**config.mk**
```make
export PLATFORM = sky130hd
export DESIGN_NAME = sid_wr_fifo
export DESIGN_NICKNAME = d
export VERILOG_FILES = /design/src/rtl/sid_wr_fifo.sv
export SDC_FILE = /design/constraint.sdc
export NUM_CORES = 1
export LEC_CHECK = 0
export CORE_ASPECT_RATIO = 1.2
export CORE_MARGIN = 2
export CORE_UTILIZATION = 50
export CTS_CLUSTER_SIZE = 30
export DETAILED_ROUTE_END_ITERATION = 8
export MAX_ROUTING_LAYER = met4
export PLACE_DENSITY_LB_ADDON = 0.12
export SYNTH_ARGS = -nofsm -noshare
export SYNTH_HDL_FRONTEND = slang
export SYNTH_SLANG_ARGS = --single-unit
```
**constraint.sdc**
```tcl
create_clock -name clk -period 2.8 [get_ports clk]
set_input_delay 0.42 -clock clk [delete_from_list [all_inputs] [get_ports clk]]
set_output_delay 0.42 -clock clk [all_outputs]
set_load 0.01 [all_outputs]
```
**src/rtl/sid_wr_fifo.sv**
```systemverilog
// Converts a USB CDC byte stream into SID register writes. A frame parser feeds a write FIFO, and an issuer
// drains it one write per phi2 period. Define SID_WR_FIFO_DELAY_EN to add delay tokens (header bit7=0).
module sid_wr_fifo #(
  parameter int DEPTH = 16
) (
  input  logic                   clk,
  input  logic                   rst,
  input  logic [7:0]             out_data,
  input  logic                   out_valid,
  output logic                   out_ready,
  input  logic                   phi2,
  input  logic                   host_busy,
  output logic [4:0]             bus_addr,
  output logic [7:0]             bus_data,
  output logic [3:0]             bus_cs,
  output logic                   bus_we,
  output logic [$clog2(DEPTH):0] level,
  output logic                   err
);

  localparam int AW = $clog2(DEPTH);
  localparam int LW = AW + 1;
`ifdef SID_WR_FIFO_DELAY_EN
  localparam int EW = 16;
`else
  localparam int EW = 15;
`endif

  localparam logic [0:0] P_HDR = 1'b0;
  localparam logic [0:0] P_DAT = 1'b1;

  localparam logic [1:0] I_IDLE  = 2'd0;
  localparam logic [1:0] I_WRITE = 2'd1;
`ifdef SID_WR_FIFO_DELAY_EN
  localparam logic [1:0] I_WAIT  = 2'd2;
`endif

  // Entry layout: [15] DLY flag (delay build only), [14:13] chip index, [12:8] address, [7:0] data / delay count
  logic [EW-1:0] mem_q [DEPTH];

  logic [AW-1:0] wr_ptr_q, wr_ptr_d;
  logic [AW-1:0] rd_ptr_q, rd_ptr_d;
  logic [LW-1:0] level_q, level_d;

  logic [0:0]    pstate_q, pstate_d;
  logic [1:0]    idx_q, idx_d;
  logic [4:0]    hdr_addr_q, hdr_addr_d;
  logic          err_q, err_d;

  logic [1:0]    istate_q, istate_d;
  logic          phi2_q;
  logic          we_q, we_d;
  logic [4:0]    addr_q, addr_d;
  logic [7:0]    data_q, data_d;
  logic [3:0]    cs_q, cs_d;
`ifdef SID_WR_FIFO_DELAY_EN
  logic [6:0]    cnt_q, cnt_d;
`endif

  logic          full;
  logic          empty;
  logic          accept;
  logic          push;
  logic          pop;
  logic [EW-1:0] push_entry;
  logic [EW-1:0] head;
  logic          rise;
  logic          fall;

  assign full   = (level_q == LW'(DEPTH));
  assign empty  = (level_q == '0);
  assign accept = out_valid & out_ready;
  assign head   = mem_q[rd_ptr_q];
  assign rise   = phi2 & ~phi2_q;
  assign fall   = ~phi2 & phi2_q;

  // Gated by rst directly so the stream stalls during reset and resumes on the very first free cycle.
  assign out_ready = ~rst & ~full;
  assign level     = level_q;
  assign err       = err_q;
  assign bus_we    = we_q;
  assign bus_addr  = addr_q;
  assign bus_data  = data_q;
  assign bus_cs    = we_q ? cs_q : 4'b0000;

  always_comb begin
    pstate_d   = pstate_q;
    idx_d      = idx_q;
    hdr_addr_d = hdr_addr_q;
    err_d      = 1'b0;
    push       = 1'b0;
    push_entry = '0;
    if (accept) begin
      case (pstate_q)
        P_HDR: begin
          if (out_data[7]) begin
            idx_d      = out_data[6:5];
            hdr_addr_d = out_data[4:0];
            pstate_d   = P_DAT;
          end else begin
`ifdef SID_WR_FIFO_DELAY_EN
            push       = 1'b1;
            push_entry = {1'b1, 7'd0, 1'b0, out_data[6:0]};
`else
            err_d      = 1'b1;
`endif
          end
        end
        default: begin
          push = 1'b1;
`ifdef SID_WR_FIFO_DELAY_EN
          push_entry = {1'b0, idx_q, hdr_addr_q, out_data};
`else
          push_entry = {idx_q, hdr_addr_q, out_data};
`endif
          pstate_d = P_HDR;
        end
      endcase
    end
  end

  always_comb begin
    istate_d = istate_q;
    we_d     = we_q;
    addr_d   = addr_q;
    data_d   = data_q;
    cs_d     = cs_q;
    pop      = 1'b0;
`ifdef SID_WR_FIFO_DELAY_EN
    cnt_d    = cnt_q;
`endif
    case (istate_q)
      I_IDLE: begin
`ifdef SID_WR_FIFO_DELAY_EN
        // Delay tokens leave without waiting for phi2, so n=0 costs no edge.
        if (!empty && head[EW-1]) begin
          pop = 1'b1;
          if (head[6:0] != 7'd0) begin
            cnt_d    = head[6:0];
            istate_d = I_WAIT;
          end
        end else
`endif
        if (!empty && rise && !host_busy) begin
          pop      = 1'b1;
          addr_d   = head[12:8];
          data_d   = head[7:0];
          cs_d     = 4'b0001 << head[14:13];
          we_d     = 1'b1;
          istate_d = I_WRITE;
        end
      end
      I_WRITE: begin
        if (fall) begin
          we_d     = 1'b0;
          istate_d = I_IDLE;
        end
      end
`ifdef SID_WR_FIFO_DELAY_EN
      I_WAIT: begin
        if (rise) begin
          cnt_d = cnt_q - 7'd1;
          if (cnt_q == 7'd1) begin
            istate_d = I_IDLE;
          end
        end
      end
`endif
      default: begin
        we_d     = 1'b0;
        istate_d = I_IDLE;
      end
    endcase
  end

  always_comb begin
    wr_ptr_d = push ? wr_ptr_q + AW'(1) : wr_ptr_q;
    rd_ptr_d = pop  ? rd_ptr_q + AW'(1) : rd_ptr_q;
    level_d  = level_q;
    if (push && !pop) begin
      level_d = level_q + LW'(1);
    end else if (pop && !push) begin
      level_d = level_q - LW'(1);
    end
  end

  always_ff @(posedge clk) begin
    if (push) begin
      mem_q[wr_ptr_q] <= push_entry;
    end
  end

  always_ff @(posedge clk) begin
    if (rst) begin
      wr_ptr_q   <= '0;
      rd_ptr_q   <= '0;
      level_q    <= '0;
      pstate_q   <= P_HDR;
      idx_q      <= 2'd0;
      hdr_addr_q <= 5'd0;
      err_q      <= 1'b0;
      istate_q   <= I_IDLE;
      phi2_q     <= 1'b0;
      we_q       <= 1'b0;
      addr_q     <= 5'd0;
      data_q     <= 8'd0;
      cs_q       <= 4'd0;
`ifdef SID_WR_FIFO_DELAY_EN
      cnt_q      <= 7'd0;
`endif
    end else begin
      wr_ptr_q   <= wr_ptr_d;
      rd_ptr_q   <= rd_ptr_d;
      level_q    <= level_d;
      pstate_q   <= pstate_d;
      idx_q      <= idx_d;
      hdr_addr_q <= hdr_addr_d;
      err_q      <= err_d;
      istate_q   <= istate_d;
      phi2_q     <= phi2;
      we_q       <= we_d;
      addr_q     <= addr_d;
      data_q     <= data_d;
      cs_q       <= cs_d;
`ifdef SID_WR_FIFO_DELAY_EN
      cnt_q      <= cnt_d;
`endif
    end
  end

endmodule

```
==> metrics.txt, run 1 <==
root buffer cell clkbuf_16; Synth Cell Area 0.01119 mm^2; Vias between 5000 and 6000; LEAKAGE 3.861 nW; Syn. warnings 0; area grow syn2layout 18.26%; post-synthesis compound-gate area fraction around 1.6%; XOR/XNOR Fraction of Synth Area less than 1%; Avg WL per Cell 24.23 um; Core Area 0.02185 mm^2; mux contribution to synthesized area 16.44%; Tcrit/Tclk final 96.23%; TritonCTS Sinks 285; FFs w/ async S/R, synth 0%; RSZ-0062 raised after global routing no; H-tree Lvls 1; worst hold path type input pin to flop; Die H 167.9 um; worst-path maximum fanout 6; Final nets 691; Max Slew Vio Count 0; Top FF cell, synth edfxtp_1; I/O pin cnt 38; Max VDD drop slightly below 500 uV; chip width 140.6 um; vias per std cell 5.753; Worst Skew about 0.012 ns; GRT Residual Overflow 0; Seq/Total Area, Yosys about 72%; GPL Wtd Cong between 0.8 and 0.9; Hold Fails Final Rpt 0; total track usage 21.04%; simple-gate share of the synthesized area 5.344%; nature of the critical path endpoint flop; CP arrival 3.10 ns; Clock Tree Buf Depth 3; TritonCTS clock tree done; crit path kind flop to flop; DR DRC count 0; largest net degree at the start of global routing 42; most common cell in the netlist edfxtp_1; Post-DP Area ~0.012 mm^2; Post-synth EDFFs 240; Required @ worst endpoint 3.20 ns; row cnt 59; maximum capacitance violations 0; Worst slew margin between 50% and 60%; largest family of logic cells by synthesized area multiplexers; synth cell count leaders edfxtp_1, dfxtp_1, mux4_2, nor2_1, nand2_1; adder-cell area share of the yosys netlist about 1.3%; die area 0.02360 mm^2; fmax 371.1 MHz; Final HPWL DP 14590 um; Syn Inst Count about 600; Worst-Margin Slew around 0.69 ns; status complete, no violations; Power Dens Cells 676.3 mW/mm^2; initial antenna violation count 0; crit path launch type flop; Num CTS Buffers 28; Post-Route WL 23310 um; first-pass GRT wire length 35490 um; vias in the first global route just under 6000; Yosys top cell area share 64.39%; endpoints failing setup 0; clock-pin slew on the worst setup and hold paths 0.06 ns; number of antenna diodes 0; TritonRoute pass-1 iters 4; Netlist cell types 37; post-synth top area cell edfxtp_1; Post-DRT Antenna Nets 0; clk_lat worst skew 0.54 ns; share of layout cells above drive strength 1 roughly 22%; Synth Area per Inst roughly 19 um^2; min Tclk post-route 2.694 ns; synthesized flop and latch total 285; Starting DRT DRC Count 480; cts hold-fix bufs 0; syn_nets between 600 and 700; top post-synthesis cells by area edfxtp_1, mux4_2, dfxtp_1, mux4_1, nor2_1; post-route setup TNS 0 ns; Buffers on Ports 37; post-route cell area 0.01324 mm^2; starting density of the core 51.22%
-- final cells by class --
class	instances	area, um^2
clock buffer	31	733.2
clock inverter	20	198.9
fill	1563	8616
inverter	7	28.78
multi-input combinational	260	2903
sequential	285	8115
tap	274	342.8
timing repair buffer	85	913.4
-- final timing paths --
path               start     endpoint  slack [ns]  depth (start not counted)
max             level[1]     level[4]        0.11                         12
min                  rst          err        0.37                          5
max reg2reg     level[1]     level[4]        0.11                         12
min reg2reg  bus_data[3]  bus_data[3]        0.45                          2
-- cell families after synthesis --
logic type	count (synthesis)
flip-flops	285
AND/OR/NAND/NOR	126
adder cells (fa/ha/maj)	11
AO/OA/AOI/OAI	32
XOR/XNOR	10
multiplexers	81
buffers and inverters	41
-- where the power goes --
part           switching (mW)  internal [mW]  total, mW
Sequential             0.0498           4.59       4.64
Combinational           0.250          0.279      0.529
Clock                    1.54           2.24       3.78
Total                    1.84           7.11       8.95
-- per-stage QoR --
stage	power, mW	hold WS, ns	instances	worst slack (ns)	utilization, %
floorplan	5.073	0.4273	586	-0.06469	-
detailed placement	5.264	0.4448	911	-0.1665	56.28
global route	9.241	0.3804	962	0.007433	60.57
finish	8.951	0.3726	962	0.1056	60.57
CTS	9.034	0.3570	962	0.09785	60.54
global placement	5.249	0.4420	911	-0.1529	56.28
-- placed cells by master (no fill, tap or decap), types with 3 or more instances in the layout --
master | Yosys | final
mux2i_1 | 8 | 8
mux4_1 | 31 | 31
mux4_2 | 42 | 42
bufinv_16 | 0 | 4
buf_4 | 2 | 33
nor2b_1 | 4 | 4
nand2_1 | 39 | 39
nor2_1 | 40 | 40
clkinv_1 | 0 | 5
inv_1 | 6 | 6
buf_12 | 1 | 15
xor2_1 | 6 | 6
dfxtp_2 | 0 | 3
and2_1 | 19 | 19
edfxtp_1 | 240 | 240
clkbuf_16 | 0 | 29
clkinv_2 | 0 | 9
a21oi_1 | 26 | 24
nor3_2 | 0 | 4
dfxtp_1 | 45 | 41
nand3_1 | 4 | 4
ha_1 | 10 | 9
clkdlybuf4s50_1 | 0 | 36
xnor2_1 | 4 | 4
-- routing by layer --
| metal | vias up | GRT usage [%] | part of all wire, % |
|---|---|---|---|
| li1 | 2488 | - | - |
| met1 | 2857 | 27.10 | 41 |
| met2 | 156 | 35.72 | 52 |
| met3 | 33 | 2.560 | 4.3 |
| met4 | 0 | 6.261 | 2.3 |
| met5 | - | - | 0 |
-- state kept, by name (all words and copies together) (netlist names), named ones only --
name	count
wr_ptr_q	4
mem_q	240
rd_ptr_q	4
istate_q	1
phi2_q	1
idx_q	2
err	1
hdr_addr_q	5
cs_q	4
pstate_q	1
bus_addr	5
bus_data	8
level	5
-- critical path: stages (launching register included) --
cell	delay, ns
dfxtp_2	0.35
or4_1	0.52
o21a_1	0.22
inv_4	0.07
ha_4	0.12
inv_1	0.05
ha_1	0.28
nor2b_1	0.13
o21a_1	0.18
or3_1	0.32
a21oi_2	0.14
xnor2_1	0.12
nor2_1	0.05
-- what timing repair did --
action | in CTS | in global routing
resized for setup | 0 | 1
setup endpoints to repair | 0 | 1
buffers inserted | 0 | 0
Note: power is estimated with default switching activity, not from simulation.
==> inputs of run 2 (changes only) <==
- SLEW_MARGIN: unset -> 20
==> results of run 2 <==
Final layout, timing and power as in run 1 (identical DEF).
==> inputs of run 3 (changes only) <==
- CORE_MARGIN: 2 -> unset
==> metrics.txt, run 3 (synthesized netlist as in run 1, its figures left out) <==
status complete, but fails checks; failing checks design-rule violations; utilization after layout 60.79%; Hold Fails Final Rpt 0; worst hold path type input pin to flop; Num CTS Buffers 28; GPL Wtd Cong around 0.84; Max VDD drop about 520 uV; WL met2 roughly 12000 um; Final nets 692; Top reg by flops mem_q; Power Dens Cells 696.7 mW/mm^2; H-tree Lvls 1; die area roughly 0.023 mm^2; Avg WL per Cell 24.27 um; most frequent cells in the layout edfxtp_1, mux4_2, nor2_1, dfxtp_1, buf_4; DR WL met3 1094 um; total track usage between 20% and 30%; Post-Route WL about 23000 um; TritonCTS Sinks between 200 and 300; area grow syn2layout 18.68%; fmax between 300 and 400 MHz; crit path kind flop to flop; Tcrit/Tclk final 96.31%; root buffer cell clkbuf_16; Starting DRT DRC Count between 300 and 400; commonest non-fill, non-tap cell in the layout edfxtp_1; clock-pin slew on the worst setup and hold paths 0.06 ns; crit path launch type flop; Vias about 5600; DR DRC count 8; Post-DRT Antenna Nets 0; Final HPWL DP 14260 um; LEAKAGE 3.900 nW; TritonCTS clock tree done; M1 WL 9760 um; Worst-Margin Slew 0.5797 ns; starting density of the core between 50% and 60%; Core Area 0.02185 mm^2; min Tclk post-route 2.697 ns; Overall Power 9.254 mW; worst setup margin 0.1033 ns; Required @ worst endpoint 3.20 ns; final std cells w/o fill roughly 960; vias per std cell 5.779; first-pass GRT wire length roughly 35000 um; maximum capacitance violations 0; row cnt 59; worst slack, placed -0.1760 ns; top layer in use met4; CP arrival approximately 3.1 ns; Max Slew Vio Count 0; max reg flops 240; TritonRoute pass-1 iters 7; clk_lat worst skew 0.53 ns; Clock Tree Buf Depth 3; Die H 165.9 um; nature of the critical path endpoint flop; worst-path maximum fanout 6; Worst Skew 0.006917 ns; initial antenna violation count 0; share of layout cells above drive strength 1 a little under a quarter; number of antenna diodes 0; placed cells 911; chip width about 140 um; GRT Residual Overflow 0; I/O pin cnt 38; endpoints failing setup 0; largest net degree at the start of global routing 61; Worst slew margin 61.35%; vias in the first global route 5895; Buffers on Ports 37
[run 3: final timing paths]
kind	start	endpoint	slack, ns	cells after the start
min	rst	err	0.37	5
max	level[1]	level[4]	0.10	12
max reg2reg	level[1]	level[4]	0.10	12
min reg2reg	cs_q[3]	cs_q[3]	0.46	2
[run 3: layout make-up]
| class | instances | area (um^2) |
|---|---|---|
| clock buffer | 33 | 760.7 |
| clock inverter | 19 | 264.0 |
| fill | 1552 | 8568 |
| inverter | 7 | 28.78 |
| multi-input combinational | 260 | 2922 |
| sequential | 285 | 8119 |
| tap | 274 | 342.8 |
| timing repair buffer | 86 | 845.8 |
[run 3: stage by stage]
stage / hold slack, ns / cell area, um^2 / TNS [ns]
6_report: 0.3735 / 13280 / 0
3_3_place_gp: 0.4410 / 12220 / -0.1359
3_5_place_dp: 0.4514 / 12220 / -0.1760
4_1_cts: 0.3491 / 13250 / 0
2_1_floorplan: 0.4273 / 11240 / -0.06469
5_1_grt: 0.3873 / 13280 / -0.005778
[run 3: timing repair]
item	in CTS	in global routing
buffers inserted	0	1
endpoints found under the setup margin	0	1
gates resized for setup	0	4
hold buffers	0	0
[run 3: per-layer routing]
layer,vias to the layer above,track usage (%)
met1,2886,28.17
met3,35,2.220
met2,161,36.81
li1,2489,-
met5,-,-
met4,0,5.374
[run 3: critical path, stage by stage, from the launching register on]
cell and delay [ns]:
dfxtp_4 0.36, or4_1 0.51, o21a_1 0.22, inv_4 0.07, ha_4 0.12, inv_1 0.07, buf_4 0.16, ha_1 0.22
o21a_1 0.19, or3_1 0.32, a21oi_2 0.16, xnor2_1 0.13, nor2_1 0.05
[run 3: where the power goes]
part / switching, mW / internal [mW]
combinational: 0.247 / 0.279
sequential: 0.0529 / 4.59
clock: 1.51 / 2.57
total: 1.81 / 7.44
==> RTL change, RTL diff (config.mk and constraints of run 3) <==
The option `SID_WR_FIFO_DELAY_EN` is turned on by a define.
--- a/src/rtl/sid_wr_fifo.sv
+++ b/src/rtl/sid_wr_fifo.sv
@@ -1,4 +1,6 @@
 // Converts a USB CDC byte stream into SID register writes. A frame parser feeds a write FIFO, and an issuer
 // drains it one write per phi2 period. Define SID_WR_FIFO_DELAY_EN to add delay tokens (header bit7=0).
+`define SID_WR_FIFO_DELAY_EN
+
 module sid_wr_fifo #(
   parameter int DEPTH = 16
Check against the original RTL: not equivalent (a bounded check fails within 4 cycles, from zero or initial values and one cycle with rst high).
==> RTL change against run 3 <==
The run ends with setup timing left. Setup slack worse by 0.33 ns. Critical path depth up 2. Sequential share of layout area down 2.9 points. Global-route usage up 1.2 points. Wire length up 16%. Design area up 13%. Area after synthesis up 9.8%. Sequential cell count up 24. Non-clock buffer count up 48.
Power is not compared: it rests on default switching activity, and its combinational part moved more than twofold at a synthesized area within 25%.
==> RTL change: results (changes against run 3) <==
| Metric | Value |
|---|---|
| Clk_skew | `0.0133 ns (+0.00642 ns)` |
| Count of different cell masters after synthesis | `51 (+38%)` |
| Global-route wire length before repair | `41,600 µm (+17%)` |
| Non-Filler Instances | `1,170 (+21%)` |
| Setup ws final | `-0.222 ns (-0.325 ns)` |
| Fillers | `1,723 (+11%)` |
| Via count of the first global-routing pass | `6,924 (+17%)` |
| Post-DR vias/cell | `5.73 (-0.84%)` |
| Violated checks | `setup timing` |
| Clock buffers and inverters, area share | `6.76% (-0.95 points)` |
| Final-report setup violation count | `10 (+10)` |
| Seq/Total Area, Yosys | `71.2% (-1.3 points)` |
| Outcome | `complete, but fails checks` |
| Largest incremental delay on the critical path | `0.38 ns (-0.13 ns)` |
| Clock buffer count in the final layout | `35 (+6.1%)` |
| Post-Place Setup Slack | `-0.409 ns (-0.233 ns)` |
| Global routing usage on met3 | `3.50% (+1.3 points)` |
| Flip-flop and latch count after synthesis | `309 (+8.4%)` |
| Setup Fix Bufs, Post-CTS | `4 (+4)` |
| Met1 routed wirelength after detailed routing | `11,200 µm (+15%)` |
| Met3 WL post-DR | `1520 µm (+39%)` |
| Number of synthesized flops with an enable pin | `256 (+6.7%)` |
| Fraction of cell area in non-clock buffers | `8.58% (+2.2 points)` |
| Beginning of the worst hold path | `cs_q[3]$_SDFFE_PP0P_` |
| Number of DRC markers in iteration 0 | `472 (+26%)` |
| Mean instance size in the synthesized netlist | `17.7 µm² (-7.3%)` |
| Dpl cells | `1,101 (+21%)` |
| Data arrival time of the worst path | `3.49 ns (+0.39 ns)` |
| Post-detail-place hpwl | `17,400 µm (+22%)` |
| Post-synth top cells | `256 x sky130_fd_sc_hd__edfxtp_1, 71 x sky130_fd_sc_hd__mux4_2, 64 x sky130_fd_sc_hd__nor2_1, 53 x sky130_fd_sc_hd__dfxtp_1, 35 x sky130_fd_sc_hd__mux2i_1` |
| GP Congestion | `0.808 (-3.4%)` |
| Total Routed Length | `27,200 µm (+16%)` |
| Metal2 WL | `13,700 µm (+12%)` |
| Maximum number of pins on one net before global-route repair | `56 (-8.2%)` |
| WHS | `0.457 ns (+0.0836 ns)` |
| Tightest Pin Transition | `0.851 ns (+0.271 ns)` |
| Number of multi-input combinational cells | `338 (+30%)` |
| Classification of the worst-slack hold path | `flip-flop to flip-flop` |
| Flip-flop count of the largest register after layout | `256 (+6.7%)` |
| Pre-Repair DR Iteration Count | `5 (-2)` |
| Global Route met2 Usage | `37.5% (+0.69 points)` |
| Highest net fanout along the worst path | `5 (-1)` |
| Count of inverters other than clock inverters in the layout | `13 (+6)` |
| Tot GR Track Use | `22.9% (+1.2 points)` |
| Worst hold endpoint | `cs_q[3]$_SDFFE_PP0P_` |
| # port buffers | `36 (-2.7%)` |
| Largest delay contributor family on the critical path | `compound AO/OA/AOI/OAI gates` |
| Post_cts resized | `11 (+11)` |
| Fraction of standard cell area that is sequential | `58.2% (-2.9 points)` |
-- RTL change: changes by cell type in the layout (fill, tap and decap cells not counted), moves of 10 or more --
cell / before / now
sky130_fd_sc_hd__buf_4: 40 / 80
sky130_fd_sc_hd__mux4_1: 31 / 0
sky130_fd_sc_hd__mux4_2: 42 / 71
sky130_fd_sc_hd__mux2i_1: 8 / 35
sky130_fd_sc_hd__nand2_1: 39 / 20
sky130_fd_sc_hd__edfxtp_1: 240 / 256
sky130_fd_sc_hd__nor2_1: 40 / 55
sky130_fd_sc_hd__dfxtp_1: 40 / 50
sky130_fd_sc_hd__nor2_2: 0 / 10
-- RTL change: kinds of logic (layout without fill, tap and decap cells) --
kind of cell	after synthesis	in the layout	share of synthesized area, %
flip-flops	309	309	71.2
adder cells (fa/ha/maj)	13	13	1.38
buffers and inverters	47	203	1.64
other	1	1	0.0305
multiplexers	107	107	16.0
XOR/XNOR	10	10	0.713
AO/OA/AOI/OAI	54	54	3.11
AND/OR/NAND/NOR	153	153	6.00
